[config.mk]
export PLATFORM = sky130hd
export DESIGN_NAME = id_ex_reg_flat
export DESIGN_NICKNAME = d
export VERILOG_FILES = /design/src/rtl/id_ex_if.sv /design/src/rtl/id_ex_reg.sv /design/src/flat_wrapper.sv
export SDC_FILE = /design/constraint.sdc
export NUM_CORES = 1
export LEC_CHECK = 0
export BUFFER_PORTS_ARGS = -buffer_cell sky130_fd_sc_hd__buf_2
export CORE_AREA = 2 2 122 124
export CTS_BUF_LIST = sky130_fd_sc_hd__clkbuf_16
export DETAILED_ROUTE_END_ITERATION = 12
export DIE_AREA = 0 0 124 126
export GPL_TIMING_DRIVEN = 0
export PLACE_DENSITY = 0.72
export SLEW_MARGIN = 40
export SYNTH_ARGS = -nofsm -noshare
export SYNTH_HDL_FRONTEND = slang
export SYNTH_SLANG_ARGS = --single-unit
[constraint.sdc]
create_clock -name clk -period 1.4 [get_ports clk]
set_clock_uncertainty 0.15 [all_clocks]
set_input_delay 0.28 -clock clk [delete_from_list [all_inputs] [get_ports clk]]
set_output_delay 0.28 -clock clk [all_outputs]
set_load 0.03 [all_outputs]
[src/rtl/id_ex_if.sv]
// ID/EX pipeline-register bus: decode-side inputs and execute-side registered outputs.
// master = ID stage driving the slot, slave = the ID/EX register itself.
interface id_ex_if #(
  parameter int WORD_W = 32
);

  logic              flush;
  logic              freeze;
  logic              id_valid;
  logic [3:0]        Exe_Cmd_in;
  logic              mem_read_in;
  logic              mem_write_in;
  logic              WB_Enable_in;
  logic              S_in;
  logic              B_in;
  logic [WORD_W-1:0] PC_in;
  logic [WORD_W-1:0] Val_Rn_in;
  logic [WORD_W-1:0] Val_Rm_in;
  logic              imm_in;
  logic [11:0]       Shift_operand_in;
  logic [23:0]       Signed_imm_24_in;
  logic [3:0]        Dest_in;
  logic [3:0]        src1_in;
  logic [3:0]        src2_in;
  logic              C_in;

  logic              ex_valid;
  logic [3:0]        Exe_Cmd_out;
  logic              mem_read_out;
  logic              mem_write_out;
  logic              WB_Enable_out;
  logic              S_out;
  logic              B_out;
  logic [WORD_W-1:0] PC_out;
  logic [WORD_W-1:0] Val_Rn_out;
  logic [WORD_W-1:0] Val_Rm_out;
  logic              imm_out;
  logic [11:0]       Shift_operand_out;
  logic [23:0]       Signed_imm_24_out;
  logic [3:0]        Dest_out;
  logic [3:0]        src1_out;
  logic [3:0]        src2_out;
  logic              C_out;

  modport master (
    output flush, freeze, id_valid, Exe_Cmd_in, mem_read_in, mem_write_in,
           WB_Enable_in, S_in, B_in, PC_in, Val_Rn_in, Val_Rm_in, imm_in,
           Shift_operand_in, Signed_imm_24_in, Dest_in, src1_in, src2_in, C_in,
    input  ex_valid, Exe_Cmd_out, mem_read_out, mem_write_out, WB_Enable_out,
           S_out, B_out, PC_out, Val_Rn_out, Val_Rm_out, imm_out,
           Shift_operand_out, Signed_imm_24_out, Dest_out, src1_out, src2_out, C_out
  );

  modport slave (
    input  flush, freeze, id_valid, Exe_Cmd_in, mem_read_in, mem_write_in,
           WB_Enable_in, S_in, B_in, PC_in, Val_Rn_in, Val_Rm_in, imm_in,
           Shift_operand_in, Signed_imm_24_in, Dest_in, src1_in, src2_in, C_in,
    output ex_valid, Exe_Cmd_out, mem_read_out, mem_write_out, WB_Enable_out,
           S_out, B_out, PC_out, Val_Rn_out, Val_Rm_out, imm_out,
           Shift_operand_out, Signed_imm_24_out, Dest_out, src1_out, src2_out, C_out
  );

endinterface

[src/rtl/id_ex_reg.sv]
// ID/EX pipeline register with flush > freeze > load priority and async active-low reset.
// Control bits are gated so an invalid or killed slot can never write back or touch memory.
module id_ex_reg #(
  parameter int WORD_W = 32
) (
  input logic   clk,
  input logic   rst,
  id_ex_if.slave bus
);

  typedef struct packed {
    logic              valid;
    logic [3:0]        exe_cmd;
    logic              mem_read;
    logic              mem_write;
    logic              wb_en;
    logic              s;
    logic              b;
    logic [WORD_W-1:0] pc;
    logic [WORD_W-1:0] val_rn;
    logic [WORD_W-1:0] val_rm;
    logic              imm;
    logic [11:0]       shift_op;
    logic [23:0]       simm24;
    logic [3:0]        dest;
    logic [3:0]        src1;
    logic [3:0]        src2;
    logic              c;
  } stage_t;

  typedef enum logic [1:0] {
    ACT_LOAD = 2'd0,
    ACT_HOLD = 2'd1,
    ACT_KILL = 2'd2
  } action_t;

  stage_t  stage_r;
  stage_t  stage_next_s;
  stage_t  load_s;
  action_t action_s;
  logic    rw_conflict_s;

  // Build the load image; control bits only survive for a real instruction.
  always_comb begin
    load_s          = '0;
    rw_conflict_s   = bus.id_valid & bus.mem_read_in & bus.mem_write_in;
    load_s.valid    = bus.id_valid;
    load_s.mem_read = bus.id_valid & bus.mem_read_in;
    load_s.mem_write= bus.id_valid & bus.mem_write_in;
    load_s.wb_en    = bus.id_valid & bus.WB_Enable_in;
    load_s.s        = bus.id_valid & bus.S_in;
    load_s.b        = bus.id_valid & bus.B_in;
    // Branches carry a don't-care ALU command; pin it to a known value.
    if (bus.id_valid && bus.B_in) begin
      load_s.exe_cmd = 4'b0000;
    end else begin
      load_s.exe_cmd = bus.Exe_Cmd_in;
    end
    load_s.pc       = bus.PC_in;
    load_s.val_rn   = bus.Val_Rn_in;
    load_s.val_rm   = bus.Val_Rm_in;
    load_s.imm      = bus.imm_in;
    load_s.shift_op = bus.Shift_operand_in;
    load_s.simm24   = bus.Signed_imm_24_in;
    load_s.dest     = bus.Dest_in;
    load_s.src1     = bus.src1_in;
    load_s.src2     = bus.src2_in;
    load_s.c        = bus.C_in;
  end

  // Pick exactly one action per edge; an illegal read+write load becomes a bubble.
  always_comb begin
    action_s = ACT_LOAD;
    if (bus.flush) begin
      action_s = ACT_KILL;
    end else if (bus.freeze) begin
      action_s = ACT_HOLD;
    end else if (rw_conflict_s) begin
      action_s = ACT_KILL;
    end else begin
      action_s = ACT_LOAD;
    end
  end

  // Next-state mux for the stage contents.
  always_comb begin
    stage_next_s = '0;
    case (action_s)
      ACT_LOAD: stage_next_s = load_s;
      ACT_HOLD: stage_next_s = stage_r;
      ACT_KILL: stage_next_s = '0;
      default:  stage_next_s = '0;
    endcase
  end

  // Stage register; reset clears everything immediately, regardless of freeze/flush.
  always_ff @(posedge clk or negedge rst) begin
    if (!rst) begin
      stage_r <= '0;
    end else begin
      stage_r <= stage_next_s;
    end
  end

  assign bus.ex_valid          = stage_r.valid;
  assign bus.Exe_Cmd_out       = stage_r.exe_cmd;
  assign bus.mem_read_out      = stage_r.mem_read;
  assign bus.mem_write_out     = stage_r.mem_write;
  assign bus.WB_Enable_out     = stage_r.wb_en;
  assign bus.S_out             = stage_r.s;
  assign bus.B_out             = stage_r.b;
  assign bus.PC_out            = stage_r.pc;
  assign bus.Val_Rn_out        = stage_r.val_rn;
  assign bus.Val_Rm_out        = stage_r.val_rm;
  assign bus.imm_out           = stage_r.imm;
  assign bus.Shift_operand_out = stage_r.shift_op;
  assign bus.Signed_imm_24_out = stage_r.simm24;
  assign bus.Dest_out          = stage_r.dest;
  assign bus.src1_out          = stage_r.src1;
  assign bus.src2_out          = stage_r.src2;
  assign bus.C_out             = stage_r.c;

endmodule

[src/flat_wrapper.sv]
// flat-port wrapper written by rule: the top's interface ports become plain ports
module id_ex_reg_flat 
#(
  parameter int WORD_W = 32
)
  (clk, rst, bus_flush, bus_freeze, bus_id_valid, bus_Exe_Cmd_in, bus_mem_read_in, bus_mem_write_in, bus_WB_Enable_in, bus_S_in, bus_B_in, bus_PC_in, bus_Val_Rn_in, bus_Val_Rm_in, bus_imm_in, bus_Shift_operand_in, bus_Signed_imm_24_in, bus_Dest_in, bus_src1_in, bus_src2_in, bus_C_in, bus_ex_valid, bus_Exe_Cmd_out, bus_mem_read_out, bus_mem_write_out, bus_WB_Enable_out, bus_S_out, bus_B_out, bus_PC_out, bus_Val_Rn_out, bus_Val_Rm_out, bus_imm_out, bus_Shift_operand_out, bus_Signed_imm_24_out, bus_Dest_out, bus_src1_out, bus_src2_out, bus_C_out);
  id_ex_if #(.WORD_W(WORD_W)) bus_i ();
  input logic clk;
  input logic rst;
  input wire logic [$bits(bus_i.flush)-1:0] bus_flush;
  input wire logic [$bits(bus_i.freeze)-1:0] bus_freeze;
  input wire logic [$bits(bus_i.id_valid)-1:0] bus_id_valid;
  input wire logic [$bits(bus_i.Exe_Cmd_in)-1:0] bus_Exe_Cmd_in;
  input wire logic [$bits(bus_i.mem_read_in)-1:0] bus_mem_read_in;
  input wire logic [$bits(bus_i.mem_write_in)-1:0] bus_mem_write_in;
  input wire logic [$bits(bus_i.WB_Enable_in)-1:0] bus_WB_Enable_in;
  input wire logic [$bits(bus_i.S_in)-1:0] bus_S_in;
  input wire logic [$bits(bus_i.B_in)-1:0] bus_B_in;
  input wire logic [$bits(bus_i.PC_in)-1:0] bus_PC_in;
  input wire logic [$bits(bus_i.Val_Rn_in)-1:0] bus_Val_Rn_in;
  input wire logic [$bits(bus_i.Val_Rm_in)-1:0] bus_Val_Rm_in;
  input wire logic [$bits(bus_i.imm_in)-1:0] bus_imm_in;
  input wire logic [$bits(bus_i.Shift_operand_in)-1:0] bus_Shift_operand_in;
  input wire logic [$bits(bus_i.Signed_imm_24_in)-1:0] bus_Signed_imm_24_in;
  input wire logic [$bits(bus_i.Dest_in)-1:0] bus_Dest_in;
  input wire logic [$bits(bus_i.src1_in)-1:0] bus_src1_in;
  input wire logic [$bits(bus_i.src2_in)-1:0] bus_src2_in;
  input wire logic [$bits(bus_i.C_in)-1:0] bus_C_in;
  output wire logic [$bits(bus_i.ex_valid)-1:0] bus_ex_valid;
  output wire logic [$bits(bus_i.Exe_Cmd_out)-1:0] bus_Exe_Cmd_out;
  output wire logic [$bits(bus_i.mem_read_out)-1:0] bus_mem_read_out;
  output wire logic [$bits(bus_i.mem_write_out)-1:0] bus_mem_write_out;
  output wire logic [$bits(bus_i.WB_Enable_out)-1:0] bus_WB_Enable_out;
  output wire logic [$bits(bus_i.S_out)-1:0] bus_S_out;
  output wire logic [$bits(bus_i.B_out)-1:0] bus_B_out;
  output wire logic [$bits(bus_i.PC_out)-1:0] bus_PC_out;
  output wire logic [$bits(bus_i.Val_Rn_out)-1:0] bus_Val_Rn_out;
  output wire logic [$bits(bus_i.Val_Rm_out)-1:0] bus_Val_Rm_out;
  output wire logic [$bits(bus_i.imm_out)-1:0] bus_imm_out;
  output wire logic [$bits(bus_i.Shift_operand_out)-1:0] bus_Shift_operand_out;
  output wire logic [$bits(bus_i.Signed_imm_24_out)-1:0] bus_Signed_imm_24_out;
  output wire logic [$bits(bus_i.Dest_out)-1:0] bus_Dest_out;
  output wire logic [$bits(bus_i.src1_out)-1:0] bus_src1_out;
  output wire logic [$bits(bus_i.src2_out)-1:0] bus_src2_out;
  output wire logic [$bits(bus_i.C_out)-1:0] bus_C_out;
  assign bus_i.flush = bus_flush;
  assign bus_i.freeze = bus_freeze;
  assign bus_i.id_valid = bus_id_valid;
  assign bus_i.Exe_Cmd_in = bus_Exe_Cmd_in;
  assign bus_i.mem_read_in = bus_mem_read_in;
  assign bus_i.mem_write_in = bus_mem_write_in;
  assign bus_i.WB_Enable_in = bus_WB_Enable_in;
  assign bus_i.S_in = bus_S_in;
  assign bus_i.B_in = bus_B_in;
  assign bus_i.PC_in = bus_PC_in;
  assign bus_i.Val_Rn_in = bus_Val_Rn_in;
  assign bus_i.Val_Rm_in = bus_Val_Rm_in;
  assign bus_i.imm_in = bus_imm_in;
  assign bus_i.Shift_operand_in = bus_Shift_operand_in;
  assign bus_i.Signed_imm_24_in = bus_Signed_imm_24_in;
  assign bus_i.Dest_in = bus_Dest_in;
  assign bus_i.src1_in = bus_src1_in;
  assign bus_i.src2_in = bus_src2_in;
  assign bus_i.C_in = bus_C_in;
  assign bus_ex_valid = bus_i.ex_valid;
  assign bus_Exe_Cmd_out = bus_i.Exe_Cmd_out;
  assign bus_mem_read_out = bus_i.mem_read_out;
  assign bus_mem_write_out = bus_i.mem_write_out;
  assign bus_WB_Enable_out = bus_i.WB_Enable_out;
  assign bus_S_out = bus_i.S_out;
  assign bus_B_out = bus_i.B_out;
  assign bus_PC_out = bus_i.PC_out;
  assign bus_Val_Rn_out = bus_i.Val_Rn_out;
  assign bus_Val_Rm_out = bus_i.Val_Rm_out;
  assign bus_imm_out = bus_i.imm_out;
  assign bus_Shift_operand_out = bus_i.Shift_operand_out;
  assign bus_Signed_imm_24_out = bus_i.Signed_imm_24_out;
  assign bus_Dest_out = bus_i.Dest_out;
  assign bus_src1_out = bus_i.src1_out;
  assign bus_src2_out = bus_i.src2_out;
  assign bus_C_out = bus_i.C_out;
  id_ex_reg #(.WORD_W(WORD_W)) u_core (.clk(clk), .rst(rst), .bus(bus_i));
endmodule
# Yosys cells after proc, flatten, opt, wreduce, memory -nomap -nowiden
# Index checks and enable logic that the tools add are counted.
# classes
n_div	0
n_eq_ne	1
shifts	0
mul	0
bitwise_logic	6
reduce_logical	2
magnitude_cmp	0
addsub	0
n_mux	5
# op_table
op	count
$pmux 156 s2	1
$and 1x1->1	6
$mux 2	3
$mux 4	1
$eq 2x1->1 const B	1
$logic_not 2->1	1
$logic_and 1x1->1	1
# word_totals
input_bits	160
mem_count	0
wordCells	31
romBits	0
out_inout_bits	156
register_bits	156
ram_bits	0
latch_bits	0

# Depth between registers and ports, before layout
# logic_depth
word_depth	7
depth_mapped	6
depth_no_buf	2

# Least setup slack after synthesis
# OpenSTA, ideal clock, no wires.
# synth_timing
path_type	in2reg
start	input port bus_freeze
end	register u_core.stage_r, in the netlist u_core.bus.PC_out[23]
t_required_ps	1184
path_buffers	3
arrival_time_ps	1250
setup_ps	66
cell_stages	5
path_slack_ps	-66
cell_sequence	buf_2 -> a311oi_2 -> buf_4 -> buf_4 -> a22o_1
# synth_between
elab_chain_len	4
elab_cells_between_ends	5
cone_classes	eq/ne (1); mux (3); reduce/logical (1)
# synth_lines
element	line_no	text
start, declared	flat_wrapper.sv:11	input wire logic [$bits(bus_i.freeze)-1:0] bus_freeze;
$mux 2 *	id_ex_reg.sv:76	end else if (bus.freeze) begin
$mux 2 *	id_ex_reg.sv:74	if (bus.flush) begin
$eq 2x1->1 / $logic_not 2->1 (equally long branches)	id_ex_reg.sv:88	case (action_s)
$pmux 156 s2	id_ex_reg.sv:88	
end signal, assigned	id_ex_reg.sv:101	stage_r <= stage_next_s;
end, declared	id_ex_reg.sv:37	stage_t stage_r;
# Mark *: on every way between the ends. The rest lies on a longest branch, timed or not.
# A chain may end at the register's enable or synchronous reset.

# Final worst setup path
# layout_timing
start	register u_core.stage_r, in the netlist u_core.bus.PC_out[14]
end	output port bus_PC_out[14]
# layout_lines
element	line_no	text
end, declared	flat_wrapper.sv:36	output wire logic [$bits(bus_i.PC_out)-1:0] bus_PC_out;
# No word-level cell between the ends.

==> metrics.txt <==
switching portion of total power about 28%; clock sink total 156; clock latency on the worst-skew pair approximately 410 ps; total global routing overflow 0; worst slew pin tran 578 ps; layout cells sized above 1 49.5%; final setup margin -28.3 ps; DR iter-0 viols 396; DRC violation count after routing 0; number of global-route vias before repair 6405; Crit-path slowest cell dfrtp_1; overall routing resource usage 29.3%; max-slew violations 0; drt pass-1 iters 4; TritonCTS buffer count 17; Top delay family on crit path flip-flops; design area 11400 µm²; Initial Util about two fifths; hpwl dp 11.6 mm; num rows 44; mean post-synth cell area around 16 µm²; cell chain of the critical path buf_6; IO Count between 300 and 400; Seq/Total Area, Yosys 70.1%; startpoint types flop; Hold Slack ~26 ps; Port Buf Inserts roughly 310; Logic pwr share a little over a fifth; crit path buf inv count 1; max incr delay on CP 420 ps; Mapped Cells 359; #FFs+latches synth 156; Routed Antenna Nets 0; first-pass GRT wire length 34.4 mm; fmax 700 MHz; syn_nets 519; GPL Wtd Cong a little over 0.8; multi-input logic area 1480 µm²; clk slew on worst S/H paths 70 ps; setup TNS -428 ps; largest net degree at the start of global routing 81; Power Density around 1100 nW/µm²; final wirelength 24.9 mm; CP arrival 1000 ps; WP data required 970 ps; root buffer cell clkbuf_16; post-synth cell types 15; initial antenna violation count 6; RSZ-0062 raised after global routing true; min-delay worst type in -> reg; Mapped Area 5570 µm²; crit end category output pin; part of the power in the clock network 37.0%; Slew Limit Headroom 61.4%; failing checks negative setup slack; Core Region 14300 µm²; Die Ht 126 µm; total power between 10000 and 15000 µW; post-layout min period 1430 ps; # fillers around 700; Max-Cap Viols 0; final hold violations 0; CTS tree built; maximum vdd drop between 0.7 and 0.8 mV; P&R area growth vs syn 105%; register area 3900 µm²; Net Sw Power around 3400 µW; # H-tree levels 4; period utilization 102%; status complete, but fails checks; Synthesis Warnings 0; Post-layout nets 1118; final setup violating endpoints 45; Int Pwr 8700 µW; die width approximately 120 µm; CP Class reg -> out; CP Max Fanout 2; WL per Instance around 21 µm; drt via density 5.22; Die ar. 15600 µm²; clk buf depth 2; Reg power frac 41.3%; Static Leakage 0.00592 µW; placed cell area 7450 µm²; DR vias 6060
[per-layer routing]
layer,GRT usage [%],routed length (µm)
met1,30.6,8650
met5,0,0
met3,8.02,1950
met2,53.0,13100
met4,14.5,1200
[area by class of cell]
| type | count | share of cell area, % |
|---|---|---|
| antenna | 6 | 0.132 |
| tap | 184 | 2.02 |
| clock buffer | 17 | 3.73 |
| clock inverter | 15 | 1.16 |
| multi-input combinational | 167 | 13.0 |
| sequential | 156 | 34.3 |
| timing repair buffer | 580 | 43.7 |
| buffer | 36 | 1.95 |
[power groups by stage]
stage | Sequential [µW] | Clock, µW | Combinational, µW
5_1_grt | 4990 | 4730 | 2740
2_1_floorplan | 5470 | 0 | 387
6_report | 4980 | 4460 | 2620
3_5_place_dp | 4970 | 0 | 1600
3_3_place_gp | 4960 | 0 | 1560
4_1_cts | 4950 | 4460 | 2350
[final timing paths]
path / end / cells after the start / slack [ps] / from
worst min-delay path: u_core.bus.B_out / 2 / 30 / bus_B_in
max in group asynchronous: u_core.bus.Val_Rn_out[10] / 3 / 230 / rst
worst min register to register: u_core.bus.WB_Enable_out / 1 / 380 / u_core.bus.WB_Enable_out
worst max-delay path: bus_PC_out[14] / 1 / -30 / u_core.bus.PC_out[14]
min in group asynchronous: u_core.bus.Val_Rm_out[25] / 2 / 270 / rst
worst max register to register: u_core.bus.Exe_Cmd_out[1] / 3 / 170 / u_core.bus.Exe_Cmd_out[1]
[flip-flops by register name, summed over array words and instances, names as in the netlist, 4 cells and up]
| register | flops |
|---|---|
| u_core.bus.Dest_out | 4 |
| u_core.bus.src2_out | 4 |
| u_core.bus.src1_out | 4 |
| u_core.bus.Val_Rm_out | 32 |
| u_core.bus.Exe_Cmd_out | 4 |
| u_core.bus.PC_out | 32 |
| u_core.bus.Shift_operand_out | 12 |
| u_core.bus.Signed_imm_24_out | 24 |
| u_core.bus.Val_Rn_out | 32 |
[cell usage after synthesis]
cell	n	area share, %
nor2b_1	1	0.11
a22o_1	147	23
clkbuf_1	9	0.61
buf_2	15	1.3
buf_4	11	1.5
dfrtp_1	156	70
a311oi_2	1	0.27
a2111oi_2	1	0.27
nand4bb_1	2	0.40
a221o_1	4	0.72
nor4b_1	4	0.63
a32o_1	3	0.54
a21oi_1	2	0.18
nand2_1	2	0.13
buf_1	1	0.067
[metrics by stage]
step / util, % / worst slack (ps) / cells
global placement: 51.8 / -2190 / 857
finish: 79.6 / -28.3 / 1161
floorplan: - / 17.1 / 359
global route: 79.6 / -59.8 / 1161
CTS: 75.9 / -40.4 / 1090
detailed placement: 52.0 / -440 / 858
[cell usage in the layout (no fill, tap or decap), drive strengths merged, types with 2 or more instances in the layout]
master       netlist  routed
a22o             147     147
dfrtp            156     156
a21oi              2       2
inv                0       3
diode              0       6
buf               27     452
nor4b              4       4
nand2              2       2
dlygate4sd3        0     154
bufinv             0       2
clkinvlp           0       4
nand4bb            2       2
a32o               3       3
clkbuf             9      27
a221o              4       4
clkinv             0       6
[repair_timing]
item	in CTS	in global routing
hold buffers	154	0
hold endpoints to repair	230	0
pin swaps	1	0
setup buffers	46	64
gates cloned	0	1
resized for setup	312	1
endpoints found under the setup margin	157	235
[logic make-up after synthesis]
family / Yosys count / share of synthesized area (%)
AO/OA/AOI/OAI: 158 / 25.1
buffers and inverters: 36 / 3.51
flip-flops: 156 / 70.1
AND/OR/NAND/NOR: 9 / 1.28
(Power assumes the default switching activity.)
